File: src/rtl/input_layer_streamer.sv
// input_layer_streamer: fetches KxK windows per layer from a read port and deals layers round-robin to NUM_CH FIFO-backed streams.
// Define STREAM_LAST_EN to add the per-channel ch_last flag marking each layer's final window.
module input_layer_streamer #(
  parameter int ADDR_W     = 32,
  parameter int PIX_W      = 8,
  parameter int K          = 3,
  parameter int NUM_CH     = 4,
  parameter int ID_W       = 10,
  parameter int WIN_W      = 16,
  parameter int FIFO_DEPTH = 4
) (
  input  logic                         clk,
  input  logic                         rst,
  input  logic [ADDR_W-1:0]            cfg_base_addr,
  input  logic [ADDR_W-1:0]            cfg_layer_stride,
  input  logic [ID_W-1:0]              cfg_num_layers,
  input  logic [WIN_W-1:0]             cfg_win_per_layer,
  input  logic                         start,
  output logic                         busy,
  output logic                         done,
  output logic                         rd_req,
  output logic [ADDR_W-1:0]            rd_addr,
  input  logic                         rd_gnt,
  input  logic                         rd_valid,
  input  logic [K*K*PIX_W-1:0]         rd_data,
  output logic [NUM_CH*K*K*PIX_W-1:0]  ch_data,
  output logic [NUM_CH-1:0]            ch_valid,
  input  logic [NUM_CH-1:0]            ch_rdy,
  output logic [NUM_CH*ID_W-1:0]       ch_id
`ifdef STREAM_LAST_EN
  ,output logic [NUM_CH-1:0]           ch_last
`endif
);
  localparam int DATA_W = K*K*PIX_W;
  localparam int WORD_BYTES = (DATA_W+7)/8;
  localparam int CH_W = NUM_CH > 1 ? $clog2(NUM_CH) : 1;
  localparam int PTR_W = $clog2(FIFO_DEPTH);
`ifdef STREAM_LAST_EN
  localparam int E_W = DATA_W+ID_W+1;
`else
  localparam int E_W = DATA_W+ID_W;
`endif
  typedef enum logic [1:0] {IDLE, REQ, WAIT, FIN} state_e;
  state_e state_q, state_d;
  logic [ID_W-1:0] num_q, num_d, lay_q, lay_d;
  logic [WIN_W-1:0] win_q, win_d, w_q, w_d;
  logic [ADDR_W-1:0] stride_q, stride_d, lbase_q, lbase_d, off_q, off_d;
  logic [CH_W-1:0] ch_q, ch_d;
  logic [NUM_CH-1:0] full, push;
  logic last_w;
  logic [E_W-1:0] wr_word;
  assign last_w = w_q == win_q - 1'b1;
`ifdef STREAM_LAST_EN
  assign wr_word = {last_w, rd_data, lay_q};
`else
  assign wr_word = {rd_data, lay_q};
`endif
  assign rd_addr = lbase_q + off_q;
  assign rd_req = state_q == REQ && !full[ch_q];
  assign busy = state_q == REQ || state_q == WAIT;
  assign done = state_q == FIN;
  always_comb begin
    state_d = state_q;
    num_d = num_q;
    win_d = win_q;
    stride_d = stride_q;
    lbase_d = lbase_q;
    off_d = off_q;
    lay_d = lay_q;
    w_d = w_q;
    ch_d = ch_q;
    push = '0;
    case (state_q)
      IDLE: if (start) begin
        num_d = cfg_num_layers;
        win_d = cfg_win_per_layer;
        stride_d = cfg_layer_stride;
        lbase_d = cfg_base_addr;
        off_d = '0;
        lay_d = '0;
        w_d = '0;
        ch_d = '0;
        state_d = (cfg_num_layers == '0 || cfg_win_per_layer == '0) ? FIN : REQ;
      end
      REQ: state_d = (rd_req && rd_gnt) ? WAIT : REQ;
      WAIT: if (rd_valid) begin
        push[ch_q] = 1'b1;
        w_d = last_w ? '0 : w_q + 1'b1;
        off_d = last_w ? '0 : off_q + ADDR_W'(WORD_BYTES);
        lay_d = last_w ? lay_q + 1'b1 : lay_q;
        lbase_d = last_w ? lbase_q + stride_q : lbase_q;
        ch_d = !last_w ? ch_q : (ch_q == CH_W'(NUM_CH-1)) ? '0 : ch_q + 1'b1;
        state_d = (last_w && lay_q == num_q - 1'b1) ? FIN : REQ;
      end
      default: state_d = IDLE;
    endcase
  end
  always_ff @(posedge clk) begin
    if (rst) begin
      state_q <= IDLE;
      num_q <= '0;
      win_q <= '0;
      stride_q <= '0;
      lbase_q <= '0;
      off_q <= '0;
      lay_q <= '0;
      w_q <= '0;
      ch_q <= '0;
    end else begin
      state_q <= state_d;
      num_q <= num_d;
      win_q <= win_d;
      stride_q <= stride_d;
      lbase_q <= lbase_d;
      off_q <= off_d;
      lay_q <= lay_d;
      w_q <= w_d;
      ch_q <= ch_d;
    end
  end
  for (genvar c = 0; c < NUM_CH; c++) begin : g_ch
    logic [E_W-1:0] mem_q [FIFO_DEPTH];
    logic [PTR_W-1:0] wr_q, rd_q;
    logic [PTR_W:0] cnt_q;
    logic pop;
    assign pop = ch_valid[c] && ch_rdy[c];
    assign full[c] = cnt_q == (PTR_W+1)'(FIFO_DEPTH);
    assign ch_valid[c] = cnt_q != '0;
    // Head is zeroed while empty so idle outputs read as 0.
`ifdef STREAM_LAST_EN
    assign {ch_last[c], ch_data[c*DATA_W +: DATA_W], ch_id[c*ID_W +: ID_W]} = ch_valid[c] ? mem_q[rd_q] : '0;
`else
    assign {ch_data[c*DATA_W +: DATA_W], ch_id[c*ID_W +: ID_W]} = ch_valid[c] ? mem_q[rd_q] : '0;
`endif
    always_ff @(posedge clk) begin
      if (rst) begin
        wr_q <= '0;
        rd_q <= '0;
        cnt_q <= '0;
      end else begin
        if (push[c]) begin
          mem_q[wr_q] <= wr_word;
          wr_q <= wr_q + 1'b1;
        end
        if (pop) rd_q <= rd_q + 1'b1;
        cnt_q <= cnt_q + (PTR_W+1)'(push[c]) - (PTR_W+1)'(pop);
      end
    end
  end
endmodule
File: config.mk
export PLATFORM = sky130hd
export DESIGN_NAME = input_layer_streamer
export DESIGN_NICKNAME = d
export VERILOG_FILES = /design/src/rtl/input_layer_streamer.sv
export SDC_FILE = /design/constraint.sdc
export NUM_CORES = 2
export LEC_CHECK = 0
export ABC_AREA = 0
export CORE_MARGIN = 2
export CORE_UTILIZATION = 25
export DETAILED_ROUTE_END_ITERATION = 10
export GPL_ROUTABILITY_DRIVEN = 0
export HOLD_SLACK_MARGIN = 0.03
export SLEW_MARGIN = 30
export SYNTH_ARGS = -nofsm -noshare
export SYNTH_HDL_FRONTEND = slang
export SYNTH_SLANG_ARGS = --single-unit
File: constraint.sdc
create_clock -name clk -period 13.2 [get_ports clk]
set_clock_uncertainty 0.15 [all_clocks]
set_input_delay 3.3 -clock clk [delete_from_list [all_inputs] [get_ports clk]]
set_output_delay 3.3 -clock clk [all_outputs]
set_load 0.05 [all_outputs]
==> results.tsv <==
stage	metric	value	unit
logic_synthesis	post-synthesis async set-or-reset flop share	0	
logic_synthesis	Primary FF master, synth	edfxtp_1	
route	routed vias	35500	
route	DRC	0	
sta	final-report max-slew violation count	0	
route	via density per instance	4.66	
outcome	status	finished, final reports clean	
pwr	Switching Share	0.387	
grt	largest net degree at the start of global routing	83	
floorplanning	total die area	251000	um2
clocking	post-CTS setup buffers	0	
grt	vias in the first global route	35600	
logic_synthesis	Syn Nets	3971	
pwr	Clk pwr share	0.280	
clocking	CTS Sinks	1500	
pwr	combinational share of power	0.386	
pwr	Static Leak	0.0247	uW
clocking	clk_lat worst skew	820	ps
pwr	Seq pwr share	0.334	
critical_path	CP Capture Type	primary output	
sta	worst slew pin tran	962	ps
min_path	HP Class	reg2reg	
finish	Nets	4538	
grt	first-pass GRT wire length	258000	um
clocking	CTS tree	built	
grt	total track usage	0.142	
clocking	root buf cell	clkbuf_16	
logic_synthesis	Avg Cell Area, Syn	16.7	um2
sta	RSZ-0062 raised after global routing	no	
floorplanning	area of the core	246000	um2
finish	Synth-to-Final Area Change	23.7	%
placed_design	Port Buffers	537	
grt	initial antenna violation count	23	
clocking	Longest Clk Path Bufs	3	
sta	Setup Total Neg Slack	0	ps
finish	most frequent cells in the layout	edfxtp_1 (1312), clkdlybuf4s50_1 (536), and2_1 (342)	
floorplanning	Die Height	501	um
pwr	Pwr Density	213	nW/um2
run	Max Cap Viol	0	
clocking	post-CTS sizing	0	
finish	layout cell share with drive strength beyond 1	0.149	
route	Detail Route Antenna Nets	0	
pwr	Psw	6300	uW
logic_synthesis	synth warn	0	
critical_path	CP startpoint kind	register	
floorplanning	Row Count	182	
sta	final hold vios	0	
floorplanning	I/O pin count	538	
floorplanning	Starting Density	0.251	
route	WL per Instance	24.0	um
placed_design	DPL Wire Length	116000	um
logic_synthesis	mapped cell area	61800	um2
clocking	CTS Buf Count	164	
critical_path	crit-path max FO	9	
finish	post-layout util	0.311	
critical_path	Critical Path RT	9750	ps
sta	normalized max-slew margin	0.359	
floorplanning	Die X-Extent	501	um
clocking	CTS Hold Bufs	0	
logic_synthesis	Yosys reg bits	1500	
pwr	Max VDD drop	0.000149	V
finish	most common cell after layout, fill and taps aside	edfxtp_1	
logic_synthesis	sequential-to-total area share from yosys stat	0.698	
logic_synthesis	synth unique cells	71	
sta	Final setup viols	0	
clocking	Clock transition at path regs	60	ps
grt	grt ovf	0	
route	Detailed Route WL	183000	um
sta	period utilization	0.666	
critical_path	worst setup path category	reg2out	
sta	min Tclk post-route	8790	ps
route	initial DRC count	3156	
critical_path	CP arrival	5340	ps
route	First-pass DRT Iterations	5	
logic_synthesis	Cells after Synth	3695	
clocking	H-tree depth	4	
logic_synthesis	EDFF count, synth	1312	
sta	f_max	114	MHz
pwr	Internal	9990	uW
-- worst max-delay path, stage by stage (launching register included) --
cell and delay, ps:
dfxtp_1 470, ha_1 380, a2111o_1 460, o21ai_0 230, a21boi_0 240, o311ai_1 700
o2111ai_1 260, o211a_1 290, o31a_1 250, o311ai_0 360, clkdlybuf4s50_1 870
-- power by group through the flow --
stage	Combinational, uW	Sequential, uW	Clock (uW)
after floorplan	4090	5370	0
after CTS	6370	5450	4690
after detailed placement	6350	5550	0
final	6280	5440	4560
after global placement	6310	5550	0
after global routing	6580	5460	4860
-- sequential cells by signal, indices dropped and copies added, names as in the netlist, named ones only --
register,cells
stride_q,32
g_ch.cnt_q,12
state_q,2
win_q,16
lay_q,10
lbase_q,32
g_ch.rd_q,8
w_q,16
g_ch.mem_q,1312
g_ch.wr_q,8
off_q,32
num_q,10
ch_q,2
-- logic make-up (layout without fill, tap and decap cells) --
group | after synthesis | in the layout | share of synthesized area
flip-flops | 1500 | 1500 | 0.698
AND/OR/NAND/NOR | 952 | 952 | 0.0815
AO/OA/AOI/OAI | 427 | 427 | 0.0445
multiplexers | 353 | 353 | 0.124
buffers and inverters | 257 | 953 | 0.0158
adder cells (fa/ha/maj) | 105 | 105 | 0.0220
XOR/XNOR | 101 | 101 | 0.0143
other | 0 | 5 | 0
-- path summary, 6_finish.rpt --
check / start / to / slack (ps) / depth (start not counted)
worst max-delay path: off_q[5] / rd_addr[30] / 4410 / 10
worst min-delay path: stride_q[24] / stride_q[24] / 320 / 2
worst max register to register: state_q[0] / g_ch[0].mem_q[2][37] / 9030 / 8
worst min register to register: stride_q[24] / stride_q[24] / 320 / 2
-- cell usage after synthesis (6+ instances only) --
library cell / number / area (um2)
a221oi_1: 7 / 61.3
or4_1: 7 / 52.6
or3_1: 19 / 119
nand3b_1: 7 / 52.6
and3_1: 35 / 219
xor2_1: 42 / 368
a21o_1: 36 / 270
nor2_1: 156 / 586
o21ai_0: 59 / 295
a21oi_1: 160 / 801
fa_1: 6 / 120
and2_1: 359 / 2250
mux2i_1: 25 / 250
edfxtp_1: 1312 / 39400
inv_1: 68 / 255
nand3_1: 37 / 185
nor3_1: 35 / 175
nand2_1: 211 / 792
o211ai_1: 18 / 135
buf_1: 45 / 169
and4_1: 10 / 87.6
nor2b_1: 13 / 81.3
a22oi_1: 8 / 60.1
a311oi_1: 29 / 254
nand4_1: 21 / 131
dfxtp_1: 188 / 3760
a31oi_1: 18 / 113
nor4_1: 9 / 56.3
ha_1: 99 / 1240
o21bai_1: 8 / 60.1
xnor2_1: 59 / 517
a211oi_1: 28 / 210
nand2b_1: 15 / 93.8
clkbuf_1: 138 / 518
mux4_2: 328 / 7390
-- final cells by class --
| type | instances | area (um2) |
|---|---|---|
| inverters | 68 | 255 |
| multi-input cells | 1938 | 17800 |
| fillers | 23900 | 169000 |
| repair buffers | 590 | 5820 |
| diodes | 5 | 12.5 |
| well taps | 3220 | 4030 |
| flip-flops and latches | 1500 | 43200 |
| clock inverters | 86 | 1050 |
| clock buffers | 209 | 4350 |
-- layer usage --
layer / global-route usage / vias to the layer above / routed length (um)
met3: 0.0368 / 228 / 14900
met2: 0.233 / 1408 / 87800
li1: - / 15500 / -
met4: 0.0434 / 14 / 4810
met5: 0 / - / 96
met1: 0.183 / 18300 / 75300
-- per-stage QoR --
stage	total power [uW]	hold slack (ps)	cell area, um2	setup slack (ps)	std cells
after CTS	16500	318	76400	4060	7610
after floorplan	9460	291	61800	4990	3695
after detailed placement	11900	309	71000	5070	7315
after global placement	11900	304	71000	5020	7314
final	16300	316	76500	4410	7616
after global routing	16900	333	76500	4130	7614
Power figures use the tool's default switching activity.
